**src/rtl/axis_gen_pkg.sv**
```systemverilog
// Shared types and helpers for the AXI-Stream frame generator.
// The data pattern lives here so a downstream checker can reuse it.
package axis_gen_pkg;

    localparam int DEF_DATA_W = 16;
    localparam int DEF_LEN_W  = 8;
    localparam int DEF_CNT_W  = 8;
    localparam int DEF_GAP_W  = 4;

    // Pattern arithmetic is done at this width and truncated by the caller,
    // which keeps the helper usable for any DATA_W up to 32 bits.
    localparam int PATTERN_W  = 32;

    typedef enum logic [1:0] {
        IDLE = 2'd0,
        SEND = 2'd1,
        GAP  = 2'd2,
        FIN  = 2'd3
    } gen_state_t;

    // Beat n of a run carries seed + n; wrap-around comes from truncation.
    function automatic logic [PATTERN_W-1:0] gen_pattern(
        input logic [PATTERN_W-1:0] seed,
        input logic [PATTERN_W-1:0] index
    );
        return seed + index;
    endfunction

endpackage

```
**src/rtl/axis_frame_gen.sv**
```systemverilog
// AXI-Stream master that emits framed, deterministic test traffic.
// Every output is a register; tready only steers the next-state logic.
module axis_frame_gen
    import axis_gen_pkg::*;
#(
    parameter int DATA_W = DEF_DATA_W,
    parameter int LEN_W  = DEF_LEN_W,
    parameter int CNT_W  = DEF_CNT_W,
    parameter int GAP_W  = DEF_GAP_W
) (
    input  logic              s_axis_aclk,
    input  logic              s_axis_aresetn,
    input  logic              start,
    input  logic              abort,
    input  logic [LEN_W-1:0]  cfg_len,
    input  logic [CNT_W-1:0]  cfg_frames,
    input  logic [GAP_W-1:0]  cfg_gap,
    input  logic [DATA_W-1:0] cfg_seed,
    output logic              m_axis_tvalid,
    input  logic              m_axis_tready,
    output logic [DATA_W-1:0] m_axis_tdata,
    output logic              m_axis_tlast,
    output logic              busy,
    output logic              done,
    output logic [31:0]       beats_sent
);

    gen_state_t        state;

    logic [LEN_W-1:0]  len_q;
    logic [CNT_W-1:0]  frames_q;
    logic [GAP_W-1:0]  gap_q;
    logic [DATA_W-1:0] seed_q;

    logic [LEN_W-1:0]  beat_idx;
    logic [CNT_W-1:0]  frame_idx;
    logic [GAP_W-1:0]  gap_cnt;
    logic [DATA_W-1:0] run_idx;
    logic              abort_pend;

    logic              hs;
    logic              last_frame;
    logic              stop_req;
    logic              start_ok;
    logic [LEN_W-1:0]  next_beat_idx;
    logic              next_is_last;
    logic              single_beat;
    logic [DATA_W-1:0] data_next;
    logic [DATA_W-1:0] data_resume;

    // Handshake, frame-boundary and next-beat decode shared by the FSM.
    always_comb begin
        hs            = m_axis_tvalid && m_axis_tready;
        last_frame    = (frame_idx == (frames_q - CNT_W'(1)));
        stop_req      = abort || abort_pend;
        start_ok      = (cfg_len != '0) && (cfg_frames != '0);
        next_beat_idx = beat_idx + LEN_W'(1);
        next_is_last  = (next_beat_idx == (len_q - LEN_W'(1)));
        single_beat   = (len_q == LEN_W'(1));
        data_next     = DATA_W'(gen_pattern(PATTERN_W'(seed_q),
                                            PATTERN_W'(run_idx) + PATTERN_W'(1)));
        data_resume   = DATA_W'(gen_pattern(PATTERN_W'(seed_q),
                                            PATTERN_W'(run_idx)));
    end

    // Run controller: latches the configuration, walks beats/frames/gaps
    // and drives the registered stream and status outputs.
    always_ff @(posedge s_axis_aclk or negedge s_axis_aresetn) begin
        if (!s_axis_aresetn) begin
            state         <= IDLE;
            len_q         <= '0;
            frames_q      <= '0;
            gap_q         <= '0;
            seed_q        <= '0;
            beat_idx      <= '0;
            frame_idx     <= '0;
            gap_cnt       <= '0;
            run_idx       <= '0;
            abort_pend    <= 1'b0;
            m_axis_tvalid <= 1'b0;
            m_axis_tdata  <= '0;
            m_axis_tlast  <= 1'b0;
            busy          <= 1'b0;
            done          <= 1'b0;
            beats_sent    <= '0;
        end else begin
            done <= 1'b0;

            if (hs && (beats_sent != '1)) begin
                beats_sent <= beats_sent + 32'd1;
            end

            case (state)
                IDLE: begin
                    if (start) begin
                        if (start_ok) begin
                            len_q         <= cfg_len;
                            frames_q      <= cfg_frames;
                            gap_q         <= cfg_gap;
                            seed_q        <= cfg_seed;
                            beat_idx      <= '0;
                            frame_idx     <= '0;
                            gap_cnt       <= '0;
                            run_idx       <= '0;
                            abort_pend    <= 1'b0;
                            beats_sent    <= '0;
                            busy          <= 1'b1;
                            m_axis_tvalid <= 1'b1;
                            m_axis_tdata  <= cfg_seed;
                            m_axis_tlast  <= (cfg_len == LEN_W'(1));
                            state         <= SEND;
                        end else begin
                            done <= 1'b1;
                        end
                    end
                end

                SEND: begin
                    if (abort) begin
                        abort_pend <= 1'b1;
                    end
                    if (hs) begin
                        run_idx <= run_idx + DATA_W'(1);
                        if (m_axis_tlast) begin
                            beat_idx <= '0;
                            if (last_frame || stop_req) begin
                                m_axis_tvalid <= 1'b0;
                                m_axis_tlast  <= 1'b0;
                                busy          <= 1'b0;
                                done          <= 1'b1;
                                state         <= FIN;
                            end else begin
                                frame_idx <= frame_idx + CNT_W'(1);
                                if (gap_q != '0) begin
                                    gap_cnt       <= gap_q;
                                    m_axis_tvalid <= 1'b0;
                                    m_axis_tlast  <= 1'b0;
                                    state         <= GAP;
                                end else begin
                                    m_axis_tdata <= data_next;
                                    m_axis_tlast <= single_beat;
                                end
                            end
                        end else begin
                            beat_idx     <= next_beat_idx;
                            m_axis_tdata <= data_next;
                            m_axis_tlast <= next_is_last;
                        end
                    end
                end

                GAP: begin
                    if (stop_req) begin
                        busy  <= 1'b0;
                        done  <= 1'b1;
                        state <= FIN;
                    end else if (gap_cnt == GAP_W'(1)) begin
                        gap_cnt       <= '0;
                        m_axis_tvalid <= 1'b1;
                        m_axis_tdata  <= data_resume;
                        m_axis_tlast  <= single_beat;
                        state         <= SEND;
                    end else begin
                        gap_cnt <= gap_cnt - GAP_W'(1);
                    end
                end

                FIN: begin
                    abort_pend <= 1'b0;
                    state      <= IDLE;
                end

                default: begin
                    state <= IDLE;
                end
            endcase
        end
    end

endmodule

```
**config.mk**
```make
export PLATFORM = sky130hd
export DESIGN_NAME = axis_frame_gen
export DESIGN_NICKNAME = d
export VERILOG_FILES = /design/src/rtl/axis_gen_pkg.sv /design/src/rtl/axis_frame_gen.sv
export SDC_FILE = /design/constraint.sdc
export NUM_CORES = 1
export LEC_CHECK = 0
export BUFFER_PORTS_ARGS = -buffer_cell sky130_fd_sc_hd__buf_2
export CORE_ASPECT_RATIO = 0.75
export CORE_MARGIN = 2
export CORE_UTILIZATION = 66
export CTS_BUF_LIST = sky130_fd_sc_hd__clkbuf_4
export CTS_CLUSTER_DIAMETER = 150
export DETAILED_ROUTE_END_ITERATION = 6
export GPL_TIMING_DRIVEN = 1
export HOLD_SLACK_MARGIN = 0.02
export PLACE_DENSITY = 0.95
export SLEW_MARGIN = 0
export SYNTH_ARGS = -nofsm -noshare
export SYNTH_HDL_FRONTEND = slang
export SYNTH_SLANG_ARGS = --single-unit
```
**constraint.sdc**
```tcl
create_clock -name s_axis_aclk -period 4.1 [get_ports s_axis_aclk]
set_clock_uncertainty 0.2 [all_clocks]
set_input_delay 1.025 -clock s_axis_aclk [delete_from_list [all_inputs] [get_ports s_axis_aclk]]
set_output_delay 1.025 -clock s_axis_aclk [all_outputs]
set_load 0.1 [all_outputs]
```
======== Word-level counts from Yosys, hierarchy flattened ========
Index checks and enable logic that the tools add are counted.
word-level totals
  flip-flop bits (word level) ............. 127
  input bits .............................. 41
cells by class
  eq/ne operators ......................... 24
  add/sub/neg operators ................... 10
  muxes and demuxes ....................... 78
  reductions and logical operators ........ 22
operator list
  kind                   number
  $mux 16                11
  $mux 32                4
  $mux 8                 7
  $pmux 16 s3            1
  $add 16x1->16 const B  2
  $add 16x16->16         2
  $add 32x1->32 const B  1
  $mux 4                 8
  $ne 32x32->1 const B   1
  $pmux 16 s2            1
  $pmux 8 s2             2
  $mux 1                 29
  $reduce_and 8->1       3
  $ne 2x2->1 const B     11
  $reduce_and 6->1       3
  $add 8x1->8 const B    2
  $eq 8x1->1 const B     2
  $eq 8x8->1             2
  $mux 2                 8
  $reduce_bool 8->1      2
  $sub 8x1->8 const B    2
  $pmux 1 s3             5
  $ne 3x3->1 const B     4
  $pmux 4 s3             1
  other kinds (14)       20

======== Logic depth before layout (Yosys ltp) ========
  depth in word-level cells ............... 7
  depth in mapped cells ................... 11

======== Worst setup path after synthesis ========
OpenSTA, ideal clock, no wires.
  kind .................................... input port to flip-flop
  start ................................... input cfg_len[5]
  end ..................................... register run_idx[13]
  setup slack ............................. 1132 ps
  data arrival time ....................... 2690 ps
  library setup time ...................... 78 ps
  stages on the path ...................... 9
  data required time ...................... 3822 ps
  path through ............................ nor4_1 -> nand3b_1 -> a31o_2 -> buf_2 -> nand3_1 -> or4_1 -> clkbuf_1 -> or3_1 -> a21oi_1
between the ends
  word-level cells in the longest chain between the ends .. 4
ends and longest elaborated chain
  what                               line                   RTL
  start, declared                    axis_frame_gen.sv:15   input logic [LEN_W-1:0] cfg_len,
  $reduce_bool 8->1                  axis_frame_gen.sv:56   start_ok = (cfg_len != '0) && (cfg_frames != '0);
  $logic_and 1x1->1                  axis_frame_gen.sv:56
  $ne 2x2->1 (no source line)        --
  $reduce_and 4->1 (no source line)  --
  end signal, assigned               axis_frame_gen.sv:123  run_idx <= run_idx + DATA_W'(1);
  end, declared                      axis_frame_gen.sv:38   logic [DATA_W-1:0] run_idx;
No other way between the ends.
A chain may end at the register's enable or synchronous reset.

======== Worst setup path in the final report ========
  start ................................... register state[0]
  end ..................................... register m_axis_tdata[13]
between the ends
  word-level cells in the longest chain between the ends .. 3
  elaborated cells on any way between the ends .. 13
  classes of those cells .................. eq/ne: 9; mux: 1; reduce/logical: 3
ends and longest elaborated chain
  what                                                       line                   RTL
  start, declared                                            axis_frame_gen.sv:28   gen_state_t state;
  start signal, assigned                                     axis_frame_gen.sv:70   state <= IDLE;
  start signal, assigned                                     axis_frame_gen.sv:111  state <= SEND;
  start signal, assigned                                     axis_frame_gen.sv:131  state <= FIN;
  $eq 2x1->1, or another cell as far along                   axis_frame_gen.sv:93   case (state)
  $ne 3x3->1 (no source line), or another cell as far along  --
  $reduce_and 8->1 (no source line)                          --
  end signal, assigned                                       axis_frame_gen.sv:109  m_axis_tdata <= cfg_seed;
  end signal, assigned                                       axis_frame_gen.sv:140  m_axis_tdata <= data_next;
  end signal, assigned                                       axis_frame_gen.sv:146  m_axis_tdata <= data_next;
  end, declared                                              axis_frame_gen.sv:21   output logic [DATA_W-1:0] m_axis_tdata,
Several ways; a longest one is shown, not always the timed one.

==> metrics <==
status=completed; hold buffers post-CTS=0; top cells by area, synth=dfrtp_1 40%, nand2_1 8.0%, xnor2_1 5.0%; port bufs=92; Yosys warnings=0; Async S/R FF share, synth=100%; Syn Std Cell Area=7990 um2; MaxCap Viol Count=0; drt wl/cell=18.1 um; Crit. Startpoint=state[0]; filler instances=803; die span in x=131 um; grt met3 use=8.45%; f_max=0.299 GHz; Max VDD drop=0.000805 V; top post-synthesis cells by count=171 x nand2_1, 127 x dfrtp_1, 91 x nor2_1; Pwr per Cell Area=738 nW/um2; clock buffer count from CTS=17; Clk pin slew, worst setup/hold paths=120 ps; CTS tree=done; met1 usage=51.8%; Worst R2R Setup Slack=750 ps; number of nets in the layout=1106; Final Core Density=76.0%; Final Cycle Share=81.6%; Worst Path Required=4390 ps; Hold Vio Cnt, Final=0; CP arrival=3630 ps; Die Span Y=99.3 um; kind of critical path=reg -> reg; vias per inst=6.44; Setup Fix Bufs, Post-CTS=0; worst skew pair latency=550 ps; global-route wire length before repair=35900 um; Net Count, Synth=1025; Max FO, Critical Path=33; Synth-to-Final Area Change=11.2%; Synth cell types=64; Clock Path Buffers=2; Main synth FF type=dfrtp_1; # rows=34; initial antenna violation count=0; Placeable Area=11700 um2; reg2reg path depth=10; Resized Gates After CTS=0; post-DP HPWL=15600 um; Yosys top cell area share=39.8%; ant diodes=0; setup tns final=0 ps; drt initial violations=924; clock root cell=clkbuf_4; Seq/Total Area, Yosys=39.8%; TritonCTS Sinks=127; Yosys reg bits=127; multi-input logic area=4510 um2; Tmin final=3350 ps; Slew @ Worst Pin=801 ps; worst setup margin=755 ps; Worst setup EP type=register; register area=3180 um2; aggregate global routing overflow=0; starting density of the core=68.3%; static leakage=0.00409 uW; Die ar.=13000 um2; share of cells above drive strength 1=14.4%; DRC viols=0; most frequent cell after synthesis=nand2_1; Post-synth EDFFs=0; GPL Wtd Cong=0.955; last element of the critical path=m_axis_tdata[13]; GRT Total Usage=34.9%; RSZ-0062 raised after global routing=no; via count of the routed design=7785; Syn Inst Count=952; largest net degree at the start of global routing=49; GRT Max-Usage Layer=met1; post-route ant nets=0; Slew HR=46.1%; DP Worst Slack=484 ps; Critical R2R Launch=state[0]; Final Power=6560 uW; GR Layer Usage met2=50.3%; post-synth top area cell=dfrtp_1; Initial DRT Pass Iterations=6; Setup Viol. Count Final=0; Slew Limit Fails=0; Syn Area/Cell=8.39 um2; vias in the first global route=7282; Critical Path Source Type=register; reg2reg end=m_axis_tdata[13]; Hold Path Class=in -> async; detailed-route wire length=21800 um; CTS H-tree lvls=4; Ports=93
==> cell type report <==
type	instances	area share, %
multi-input combinational	748	50.8
sequential	127	35.8
timing repair buffer	107	6.76
tap	162	2.28
clock inverter	15	1.63
clock buffer	17	1.44
inverter	32	1.35
==> kinds of logic after synthesis <==
kind of cell,after synthesis,synth area share (%)
buffers and inverters,77,3.76
and+or+nand+nor,406,23.4
xor gates and xnor gates,76,8.33
DFF,127,39.8
muxes,7,0.893
adders and majority gates,33,5.32
AOI/OAI and AO/OA,226,18.6
==> how the worst min path moves through the flow <==
stage	from	endpoint	slack (ps)	depth (start not counted)
floorplan	seed_q[10]	seed_q[10]	250	2
global placement	m_axis_tdata[6]	m_axis_tdata[6]	260	2
detailed placement	m_axis_tdata[5]	m_axis_tdata[5]	270	2
CTS	s_axis_aresetn	m_axis_tdata[4]	280	1
global route	s_axis_aresetn	m_axis_tdata[4]	280	1
finish	s_axis_aresetn	m_axis_tdata[2]	280	1
==> metal layers <==
metal / part of all wire [%] / wire length, um / vias up
met4: 2.8 / 612 / 0
met2: 44 / 9600 / 494
met1: 43 / 9440 / 3670
li1: - / - / 3546
met5: 0 / 0 / -
met3: 10 / 2190 / 75
==> metrics by stage <==
step                      hold slack [ps]  cell area, um2  cells
final                                 278            8890   1208
after global routing                  279            8890   1208
after CTS                             281            8890   1208
after detailed placement              265            8610   1176
after global placement                255            8610   1176
after floorplan                       252            7990    952
==> placed cells by master, fill, tap and decap left out, drive strengths merged, types with 17 or more instances in the layout <==
cell type    n
nand4       24
nand2      171
clkbuf      17
inv         33
nand3       33
a21oi       49
nor2        91
nor3        17
xor2        30
dfrtp      127
o21ai       68
xnor2       46
ha          30
buf        107
==> where the power goes <==
group / leakage, uW / switching (uW) / internal [uW]
Combinational: 0.00228 / 2650 / 1110
Sequential: 0.00167 / 336 / 1600
Clock: 0.000143 / 510 / 356
==> state kept, by name, indices dropped and copies added (netlist names), 2 cells and up <==
name	flops
run_idx	16
len_q	8
frames_q	8
gap_q	4
frame_idx	8
beats_sent	32
beat_idx	8
gap_cnt	4
m_axis_tdata	16
state	2
seed_q	16
==> critical path, stage by stage, from the launching register on <==
cell and delay, ps:
dfrtp_1 450, inv_1 140, ha_1 280, buf_4 280, o31ai_1 240, nand4_1 250, nor2_1 410, a41oi_2 180
buf_4 270, a2111oi_0 410, a211o_1 170
Power figures use the tool's default switching activity.
